`src/rtl/bus_pkg.sv`:
```
// Shared definitions for the request/response bus: default widths, the
// out-of-range read word, request encoding and responder FSM states.
package bus_pkg;

  localparam int BUS_ADDR_WIDTH = 16;
  localparam int BUS_DATA_WIDTH = 16;

  // Word returned for out-of-range reads when error reporting is built in
  localparam logic [15:0] ERR_WORD = 16'hDEAD;

  // req_rw encoding
  localparam logic RW_READ  = 1'b0;
  localparam logic RW_WRITE = 1'b1;

  typedef enum logic [1:0] {
    IDLE  = 2'd0,
    FETCH = 2'd1,
    RESP  = 2'd2
  } bus_state_e;

endpackage : bus_pkg

```
`src/rtl/bus_resp_reg.sv`:
```
// One-entry response holding register. A load strobe captures a word and
// raises res_valid. The word is held until the downstream takes it with
// res_ready.
module bus_resp_reg #(
  parameter int DATA_WIDTH = 16
) (
  input  logic                  clk,
  input  logic                  rst,
  input  logic                  load,
  input  logic [DATA_WIDTH-1:0] load_data,
  output logic [DATA_WIDTH-1:0] res_data,
  output logic                  res_valid,
  input  logic                  res_ready
);

  logic [DATA_WIDTH-1:0] data_d, data_q;
  logic                  valid_d, valid_q;

  // Next state: a load wins; otherwise a taken response clears the entry
  always_comb begin
    data_d  = data_q;
    valid_d = valid_q;
    if (load) begin
      data_d  = load_data;
      valid_d = 1'b1;
    end else if (valid_q && res_ready) begin
      valid_d = 1'b0;
    end
  end

  // Holding register with asynchronous clear
  always_ff @(posedge clk or posedge rst) begin
    if (rst) begin
      data_q  <= '0;
      valid_q <= 1'b0;
    end else begin
      data_q  <= data_d;
      valid_q <= valid_d;
    end
  end

  assign res_data  = data_q;
  assign res_valid = valid_q;

endmodule : bus_resp_reg

```
`src/rtl/bus_regfile.sv`:
```
// Bus responder with DEPTH registers mapped at BASE_ADDR. Writes complete on
// the accepting edge. Reads go IDLE -> FETCH -> RESP and return one response
// each. All registers are exported in parallel on regs_q.
// Optional feature macro BUS_REGFILE_ERR_EN: out-of-range reads return
// ERR_WORD and any out-of-range request sets the sticky err flag.
module bus_regfile
  import bus_pkg::*;
#(
  parameter int ADDR_WIDTH = BUS_ADDR_WIDTH,
  parameter int DATA_WIDTH = BUS_DATA_WIDTH,
  parameter int DEPTH      = 8,
  parameter int BASE_ADDR  = 0
) (
  input  logic                        clk,
  input  logic                        rst,
  input  logic [ADDR_WIDTH-1:0]       req_addr,
  input  logic [DATA_WIDTH-1:0]       req_data,
  input  logic                        req_rw,
  input  logic                        req_valid,
  output logic                        req_ready,
  output logic [DATA_WIDTH-1:0]       res_data,
  output logic                        res_valid,
  input  logic                        res_ready,
  output logic [DEPTH*DATA_WIDTH-1:0] regs_q,
  output logic                        err
);

  localparam int IDX_W = (DEPTH > 1) ? $clog2(DEPTH) : 1;
  // One extra bit so base+depth cannot overflow and alias low addresses
  localparam int OFS_W = ADDR_WIDTH + 1;
  localparam logic [OFS_W-1:0] BASE_EXT  = OFS_W'(BASE_ADDR);
  localparam logic [OFS_W-1:0] DEPTH_EXT = OFS_W'(DEPTH);

`ifdef BUS_REGFILE_ERR_EN
  localparam logic [DATA_WIDTH-1:0] OOR_WORD = DATA_WIDTH'(ERR_WORD);
`else
  localparam logic [DATA_WIDTH-1:0] OOR_WORD = '0;
`endif

  bus_state_e                  state_d, state_q;
  logic [IDX_W-1:0]            idx_d, idx_q;
  logic                        hit_d, hit_q;
  logic [DEPTH*DATA_WIDTH-1:0] regs_d;

  logic [OFS_W-1:0]      offset;
  logic                  in_range;
  logic [IDX_W-1:0]      idx;
  logic                  req_fire;
  logic                  load;
  logic [DATA_WIDTH-1:0] fetch_data;

  // Address decode relative to BASE_ADDR
  always_comb begin
    offset   = {1'b0, req_addr} - BASE_EXT;
    in_range = ({1'b0, req_addr} >= BASE_EXT) && (offset < DEPTH_EXT);
    idx      = offset[IDX_W-1:0];
  end

  assign req_ready = (state_q == IDLE);
  assign req_fire  = req_valid && req_ready;

  // Word presented to the response register during FETCH
  assign fetch_data = hit_q ? regs_q[idx_q*DATA_WIDTH +: DATA_WIDTH] : OOR_WORD;

  // FSM next state, register writes and read-address capture
  // NOTE: every signal written here gets a default first, so no path leaves
  // it unassigned and no latch is inferred.
  always_comb begin
    state_d = state_q;
    idx_d   = idx_q;
    hit_d   = hit_q;
    regs_d  = regs_q;
    load    = 1'b0;
    unique case (state_q)
      IDLE: begin
        if (req_fire) begin
          if (req_rw == RW_WRITE) begin
            if (in_range) regs_d[idx*DATA_WIDTH +: DATA_WIDTH] = req_data;
          end else begin
            idx_d   = idx;
            hit_d   = in_range;
            state_d = FETCH;
          end
        end
      end
      FETCH: begin
        load    = 1'b1;
        state_d = RESP;
      end
      RESP: begin
        if (res_valid && res_ready) state_d = IDLE;
      end
      default: state_d = IDLE;
    endcase
  end

  // State, read capture and register array
  // NOTE: the register array is reset because user logic consumes regs_q
  // directly and must never see undefined contents after reset.
  always_ff @(posedge clk or posedge rst) begin
    if (rst) begin
      state_q <= IDLE;
      idx_q   <= '0;
      hit_q   <= 1'b0;
      regs_q  <= '0;
    end else begin
      state_q <= state_d;
      idx_q   <= idx_d;
      hit_q   <= hit_d;
      regs_q  <= regs_d;
    end
  end

`ifdef BUS_REGFILE_ERR_EN
  logic err_d, err_q;

  // Sticky flag: set by any accepted out-of-range request, cleared by reset
  always_comb begin
    err_d = err_q | (req_fire && !in_range);
  end

  // Error flag register
  always_ff @(posedge clk or posedge rst) begin
    if (rst) err_q <= 1'b0;
    else     err_q <= err_d;
  end

  assign err = err_q;
`else
  assign err = 1'b0;
`endif

  bus_resp_reg #(
    .DATA_WIDTH (DATA_WIDTH)
  ) u_resp (
    .clk       (clk),
    .rst       (rst),
    .load      (load),
    .load_data (fetch_data),
    .res_data  (res_data),
    .res_valid (res_valid),
    .res_ready (res_ready)
  );

endmodule : bus_regfile

```
`config.mk`:
```
export PLATFORM = sky130hd
export DESIGN_NAME = bus_regfile
export DESIGN_NICKNAME = d
export VERILOG_FILES = /design/src/rtl/bus_pkg.sv /design/src/rtl/bus_resp_reg.sv /design/src/rtl/bus_regfile.sv
export SDC_FILE = /design/constraint.sdc
export NUM_CORES = 1
export LEC_CHECK = 0
export ABC_AREA = 1
export BUFFER_PORTS_ARGS = -buffer_cell sky130_fd_sc_hd__clkbuf_2
export CORE_AREA = 2 2 184 132
export DETAILED_ROUTE_END_ITERATION = 12
export DIE_AREA = 0 0 186 134
export RECOVER_POWER = 100
export SYNTH_ARGS = -nofsm -noshare
export SYNTH_HDL_FRONTEND = slang
export SYNTH_HIERARCHICAL = 1
export SYNTH_SLANG_ARGS = --single-unit
```
`constraint.sdc`:
```
create_clock -name clk -period 5.12 [get_ports clk]
set_input_delay 1.024 -clock clk [delete_from_list [all_inputs] [get_ports clk]]
set_output_delay 1.024 -clock clk [all_outputs]
set_load 0.005 [all_outputs]
```
==> Word level (Yosys, flattened, before mapping) <==
Cells that the tools add are included.
Widths: inputs -> output; s select.
{ "classes": {"n_addsub": 1, "order_cmp": 1, "eq_ne": 5, "shift": 3, "mux": 9, "n_bitwise": 1, "n_reduce_logical": 7} }
{ "ops": {"columns": ["op", "count"], "rows": [
  ["$bwmux 128", 1],
  ["$shift 16x34->128 const A", 1],
  ["$shiftx 128x8->16", 1],
  ["$shiftx 16x34->128", 1],
  ["$neg 7->34", 1],
  ["$lt 16x4->1 const B", 1],
  ["$mux 16", 1],
  ["$mux 2", 3],
  ["$pmux 2 s3", 1],
  ["$reduce_and 3->1", 2],
  ["$ne 2x2->1 const B", 2],
  ["$reduce_and 4->1", 1],
  ["$mux 1", 3],
  ["$eq 2x1->1 const B", 1],
  ["$eq 2x2->1 const B", 1],
  ["$logic_and 1x1->1", 2],
  ["$logic_not 2->1", 1],
  ["$ne 2x1->1 const B", 1],
  ["$reduce_bool 2->1", 1],
  ["$not 1->1", 1]
]} }
{ "totals": {"regBits": 151, "out_inout_bits": 147, "wordCells": 33} }

==> Logic depth before layout (Yosys ltp) <==
Gate-level depths: netlist (run 1).
{ "logic_depth": {"depth_word": 4, "ltp_mapped": 12, "ltp_nobuf": 9} }

==> By module <==
Netlist (run 1), hierarchy kept.
{ "by_module_without_submodules": {"columns": ["module", "n_inst", "cells_per_inst", "area_each_um2"], "rows": [
  ["bus_regfile", 1, 1032, 7305.8],
  ["bus_resp_reg", 1, 73, 679.4]
]} }

==> Least setup slack after synthesis (run 1) <==
OpenSTA, ideal clock, no wires.
{ "synth_path": {"path_type": "input port to flip-flop", "startpoint": "input port req_addr[0]", "endpoint": "register regs_q[64]", "setup_time_ns": 0.117, "t_arrival_ns": 2.927, "path_slack_ns": 2.076, "cell_stages": 12, "path_buffers": 3, "path_cell_list": "buf_4 > clkbuf_1 > inv_1 > ha_1 > ha_1 > nor2_4 > o21ai_0 > nor2_2 > nand3_1 > buf_2 > nand2_1 > nand2_1"} }
{ "synth_between": {"elab_chain_cells": 3, "elab_cells_between_ends": 6, "cone_classes": "1 x add/sub; 1 x order compare; 2 x shift; 1 x mux; 1 x reduce/logical"} }
{ "synth_lines": {"columns": ["item", "line_no", "source"], "rows": [
  ["from (decl)", "bus_regfile.sv:16", "input logic [ADDR_WIDTH-1:0] req_addr,"],
  ["$neg 7->34", "bus_regfile.sv:78", "if (in_range) regs_d[idx*DATA_WIDTH +: DATA_WIDTH] = req_data;"],
  ["$shiftx 16x34->128 or $shift 16x34->128 (tied branches)", "bus_regfile.sv:78", null],
  ["$bwmux 128", "bus_regfile.sv:78", null],
  ["to (signal assigned)", "bus_regfile.sv:110", "regs_q <= regs_d;"],
  ["to (decl)", "bus_regfile.sv:24", "output logic [DEPTH*DATA_WIDTH-1:0] regs_q,"]
]} }
Several ways; a longest one is shown, not always the timed one.
A chain may end at the register's enable or synchronous reset.

==> Worst setup path after layout (run 1) <==
{ "layout_path": {"startpoint": "input port req_addr[0]", "endpoint": "register regs_q[107]"} }
The elaborated chain is that of the path after synthesis.

==> results of run 1 <==
## synthesized netlist by cell type
cell	n
nor2_4	2
buf_8	1
inv_8	1
nand4_1	112
dfrtp_1	151
nand3_1	24
buf_1	10
nor3_1	1
clkbuf_1	44
buf_2	13
nor2_2	3
nand3_2	2
nand2_1	348
inv_1	49
o21ai_0	118
buf_4	13
conb_1	1
clkbuf_8	1
ha_1	2
or2_2	1
nor2_1	203
buf_6	1
or2_1	1
nand2_2	3
## flip-flops by register name, summed over array words and instances (netlist names)
signal	flops
hit_q	1
u_resp/res_data	16
u_resp/res_valid	1
idx_q	3
state_q	2
regs_q	128
## tightest hold or removal path, cell delays in order (launching register included)
cell	delay, ns
dfrtp_1	0.35
nand2_1	0.05
nand2_1	0.04
## metrics by stage
stage          setup WS, ns  instance area [sq um]  cells
2_1_floorplan         0.513                   7990   1105
3_3_place_gp           1.27                   9050   1539
5_1_grt               0.654                   9520   1571
3_5_place_dp           1.17                   9050   1539
4_1_cts                1.62                   9660   1571
6_report              0.867                   9520   1571
## per-layer routing
| layer | GRT usage | vias to the layer above |
|---|---|---|
| met5 | 0 | - |
| met4 | 0.0774 | 0 |
| met3 | 0.0627 | 41 |
| met2 | 0.346 | 486 |
| met1 | 0.401 | 3917 |
| li1 | - | 3871 |
## final cells by class
cell class / count / area (sq um)
inverters: 50 / 190
multi-input cells: 821 / 3610
well taps: 318 / 398
clock buffers: 22 / 464
clock inverters: 10 / 144
flip-flops and latches: 151 / 3780
fillers: 2501 / 13700
repair buffers: 199 / 930
## logic make-up after synthesis
family / count (synthesis) / synth area share
simple gates: 700 / 0.374
flops: 151 / 0.473
buf+inv: 133 / 0.0752
compound gates: 118 / 0.0740
fa+ha+maj: 2 / 0.00313
other cells: 1 / 0.000470
## how the worst min path moves through the flow
stage                        start             endpoint  slack [ns]  cells past startpoint
2_1_floorplan           state_q[1]           state_q[1]        0.46                      1
3_3_place_gp    u_resp/res_data[7]   u_resp/res_data[7]        0.46                      2
3_5_place_dp   u_resp/res_data[13]  u_resp/res_data[13]        0.46                      2
4_1_cts        u_resp/res_data[13]  u_resp/res_data[13]        0.47                      2
5_1_grt        u_resp/res_data[13]  u_resp/res_data[13]        0.51                      2
6_report        u_resp/res_data[7]   u_resp/res_data[7]        0.47                      2
## power groups by stage
stage          combinational (mW)  sequential, mW  clock (mW)
2_1_floorplan               0.660            1.24           0
3_3_place_gp                0.989            1.28           0
3_5_place_dp                0.983            1.28           0
4_1_cts                     0.989            1.26        1.34
5_1_grt                      1.12            1.27        1.37
6_report                     1.03            1.26        1.33
==> impl_metrics.tcl, run 1 <==
set metrics [dict create \
    row_count 47 \
    power.internal_mw 2.25 \
    timing.clock.skew_ns 0.00917 \
    vdd_ir_drop_max_mv 0.271 \
    yosys.area.top_type "dfrtp_1" \
    worst-r2r-setup-slack_ns 0.98 \
    critPathSlowestCell "nor2_1" \
    area_share_of_the_largest_cell_type_after_synthesis 0.473 \
    run_status "finished, violations left" \
    hold-worst-slack_ns 0.473 \
    startpoint_type_of_the_worst_setup_path "primary input" \
    cp_data_arrival_time_ns 4.57 \
    top_layer_used "met4" \
    layout.cells.most_common "nand2_1" \
    violations_in_the_final_reports "capacitance limit, slew limit" \
    worst_path_dominant_cell_family "simple AND/OR/NAND/NOR gates" \
    synthDistinctLibCells 24 \
    clk_root_buffer_cell "clkbuf_16" \
    syn_area_per_cell_sq_um 7.23 \
    power.share.switching 0.378 \
    area_growth_syn_to_layout_pct 19.2 \
    grt_antenna_before_repair 0 \
    setup_viol_count_final 0 \
    synth-seq-area-share 0.473 \
    grt_overflow 0 \
    post_synth_instance_area_sq_um 7990 \
    postCtsSetupRepairBufs 0 \
    gp_congestion 0.906 \
    grt_max_degree 73 \
    tritoncts "yes" \
    worstPathBufferInverterCount 2 \
    p_total_mw 3.62 \
    worst-path-stages 10 \
    ctsHtreeMaxLevel 4 \
    path_cells "clkbuf_1, inv_1, ha_1, ha_1, nor2_4, o21ai_0, nor2_1, nand3_1, nand2_1, nand2_1" \
    post_route_cells_drive_above_1_share 0.123 \
    io_buffer_count 182 \
    setup_tns_ns 0 \
    grtUsageTotal 0.257 \
    post_synth_main_area_contributors "dfrtp_1, nand2_1, nor2_1" \
    ys.warnings.count 6 \
    combinationalPowerShare 0.285 \
    detail_route.iter0.violations 1047 \
    place_hpwl_um 23200 \
    leakage_nw 5.13 \
    min_period_over_period 0.831 \
    worstHoldPathType "reg -> reg" \
    relSlewSlack -1.25 \
    power.net_switching_mw 1.37 \
    finalWirelength_um 32100 \
    finish.utilization 0.410 \
    highest_count_cells_in_the_layout_ignoring_fill_and_taps "nand2_1, nor2_1, dfrtp_1" \
    cts_resized 0 \
    pwr-share-clk 0.366 \
    cap_viol_max_count 2 \
    max_slew.worst_pin.slew_ns 3.36 \
    num_vias 8315 \
    grt_pass1_vias 7518 \
    dieHeight_um 134 \
    max_stage_delay_ns 0.75 \
    cts_hold_buffers_added 0 \
    cts.sinks 151 \
    postSynthCellCount 1105 \
    fp.coreArea_sq_um 23200 \
    route.antenna.remaining_nets 0 \
    met3_wirelength_um 3520 \
    length_of_routed_met2_wiring_um 12900 \
    top_level_ports 184 \
    detail_route.vias_per_cell 5.29 \
    power.density_nw_per_um2 380 \
    postSynthRegisterBits 151 \
    crit_path_max_fanout 21 \
    drt-wirelength-per-cell_um 20.4 \
    maxClockFrequency_mhz 235 \
    fp.dieArea_sq_um 24900 \
    cts_max_path_buffers 2 \
    critical_path.reg2reg.endpoint "u_resp/res_data[8]" \
    worstReg2RegStart "idx_q[0]" \
    final.min_clock_period_ns 4.25 \
    drt_pass1_iterations 5 \
    worstSkewPairLatency_ns 0.44 \
    detail_route.drc_violations 0 \
    insertedDiodeCount 0 \
    worst-endpoint-required_ns 5.44 \
    nNetsFinal 1279 \
    hold_viol_final 0 \
    routedLengthMet1_um 15100 \
    finalMaxSlewViolations 126 \
    timing.critical_path.from "req_addr[0]" \
    grt_first_pass_wirelength_um 47400 \
    fp.dieW_um 186 \
    grt_setup_unrepaired "false" \
    worst_setup_path_category "in -> reg" \
    clk_pin_slew_ns 0.06 \
    cts_made_buffers 17 \
    critPathCaptureType "flop" \
    p_seq_frac 0.349 \
    synthesized_net_count 1144 \
    reg2reg_depth 8 \
    starting_density 0.344 \
    timing.critical_path.to "regs_q[107]" \
]
Power figures use the tool's default switching activity.
==> run 2, diff against run 1 <==
Clock period 5.12 ns to 3.66 ns, I/O delays scaled along.
==> run 2 against run 1 <==
  * The flow still finishes with violations (capacitance limit, slew limit)
  * Final cell count rose by 0.76%
  * Sequential power rose by 42%
  * Count of clock-buffer cells in the layout shrank 2
  * Clock power increased by 35%
  * Via count increased by 2.0%
  * Sequential cell count is the same
  * Sequential share of layout area fell by 0.18 points
==> impl_metrics.tcl, run 2 (synthesis results as in run 1) <==
set metrics [dict create \
    worstHoldPathType "in -> async" \
    drt-wirelength-per-cell_um 20.5 \
    run_status "finished, violations left" \
    worst_setup_path_category "in -> reg" \
    cap_viol_max_count 1 \
    largest_reg_flops 128 \
    placement.cell_area_sq_um 9140 \
    final.setup.worst_slack_ns 0.687 \
    worst-endpoint-required_ns 3.98 \
    final.min_clock_period_ns 2.97 \
    min_period_over_period 0.812 \
    power.density_nw_per_um2 526 \
    cts_resized 0 \
    row_count 47 \
    cts.sinks 151 \
    drt_pass1_iterations 6 \
    p_seq_frac 0.356 \
    top_level_ports 184 \
    grt_first_pass_wirelength_um 47800 \
    io_buffer_count 182 \
    clk_root_buffer_cell "clkbuf_16" \
    gp_congestion 0.960 \
    relSlewSlack -0.226 \
    place_ws_ns 0.685 \
    dieHeight_um 134 \
    detail_route.vias_per_cell 5.36 \
    area_growth_syn_to_layout_pct 19.8 \
    maxClockFrequency_mhz 336 \
    setup_viol_count_final 0 \
    cp_data_arrival_time_ns 3.30 \
    combinationalPowerShare 0.285 \
    final_area_sq_um 9560 \
    tritoncts "yes" \
    ctsHtreeMaxLevel 4 \
    post_route_cells_drive_above_1_share 0.124 \
    cts_made_buffers 17 \
    power.share.switching 0.388 \
    cts_hold_buffers_added 0 \
    power.net_switching_mw 1.95 \
    highest_count_cells_in_the_layout_ignoring_fill_and_taps "nand2_1, nor2_1, dfrtp_1" \
    hold_viol_final 0 \
    violations_in_the_final_reports "capacitance limit, slew limit" \
    setup_tns_ns 0 \
    starting_density 0.344 \
    fp.coreArea_sq_um 23200 \
    crit_path_max_fanout 17 \
    cts_max_path_buffers 2 \
    max_slew.worst_pin.slew_ns 1.83 \
    route.antenna.remaining_nets 0 \
    grt_pass1_vias 7544 \
    grt_overflow 0 \
    detail_route.drc_violations 0 \
    pwr-share-clk 0.358 \
    grtUsageTotal 0.262 \
    place_hpwl_um 23800 \
    clk_pin_slew_ns 0.06 \
    detail_route.iter0.violations 1137 \
    timing.clock.skew_ns 0.0136 \
    fp.dieW_um 186 \
    fp.dieArea_sq_um 24900 \
    power.internal_mw 3.08 \
    finalWirelength_um 32400 \
    largest_reg_by_ff_count "regs_q" \
    nNetsFinal 1291 \
    finalMaxSlewViolations 35 \
    num_vias 8481 \
    insertedDiodeCount 0 \
    postCtsSetupRepairBufs 0 \
    grt_max_degree 65 \
    grt_antenna_before_repair 0 \
    startpoint_type_of_the_worst_setup_path "primary input" \
    vdd_ir_drop_max_mv 0.414 \
    leakage_nw 5.16 \
    critPathCaptureType "flop" \
    grt_setup_unrepaired "false" \
    worstSkewPairLatency_ns 0.44 \
    layout.cells.most_common "nand2_1" \
]
run 2: cell count changes in the layout (fill, tap and decap cells not counted), moves of 2 or more:
cell / previous run / this run
buf_4: 13 / 21
clkbuf_1: 92 / 100
clkbuf_2: 94 / 90
clkinv_4: 1 / 5
clkinvlp_4: 3 / 1
run 2: power by group through the flow:
stage / Combinational, mW / Sequential (mW) / Clock, mW
3_5_place_dp: 1.39 / 1.82 / 0
5_1_grt: 1.56 / 1.80 / 1.87
4_1_cts: 1.40 / 1.79 / 1.82
6_report: 1.43 / 1.79 / 1.80
2_1_floorplan: 0.923 / 1.74 / 0
3_3_place_gp: 1.39 / 1.82 / 0
run 2: final cells by class:
type,count,area [sq um]
inverters,50,190
clock buffers,20,447
well taps,318,398
repair buffers,211,1000
flip-flops and latches,151,3780
clock inverters,12,143
multi-input cells,821,3610
fillers,2514,13700
run 2: final timing paths:
path / endpoint / slack (ns) / start / depth (start not counted)
min in group clk: u_resp/res_data[12] / 0.47 / u_resp/res_data[12] / 2
max in group asynchronous: regs_q[6] / 0.92 / rst / 3
setup / recovery: regs_q[13] / 0.69 / req_addr[0] / 11
hold / removal: u_resp/res_data[3] / 0.38 / rst / 2
hold reg to reg: u_resp/res_data[12] / 0.47 / u_resp/res_data[12] / 2
setup reg to reg: u_resp/res_data[10] / 0.89 / idx_q[0] / 8
run 2: per-stage QoR:
step | total power, mW | hold WS, ns | cells | utilization
CTS | 5.01 | 0.400 | 1583 | 0.419
finish | 5.03 | 0.379 | 1583 | 0.412
global placement | 3.21 | 0.457 | 1551 | 0.393
detailed placement | 3.21 | 0.460 | 1551 | 0.393
floorplan | 2.66 | 0.462 | 1105 | -
global route | 5.24 | 0.415 | 1583 | 0.412
run 2: critical path, stage by stage:
cell      delay [ns]
clkbuf_1        0.14
inv_1           0.07
ha_1            0.20
ha_1            0.32
inv_1           0.13
nand3_1         0.10
nor2_2          0.11
clkbuf_1        0.63
nand2_1         0.61
nand2_1         0.18
nand2_1         0.06
run 2: metal layers:
metal	global-route usage	wire, um
met2	0.336	12500
met1	0.413	15100
met5	0	0
met3	0.0744	3990
met4	0.0801	800
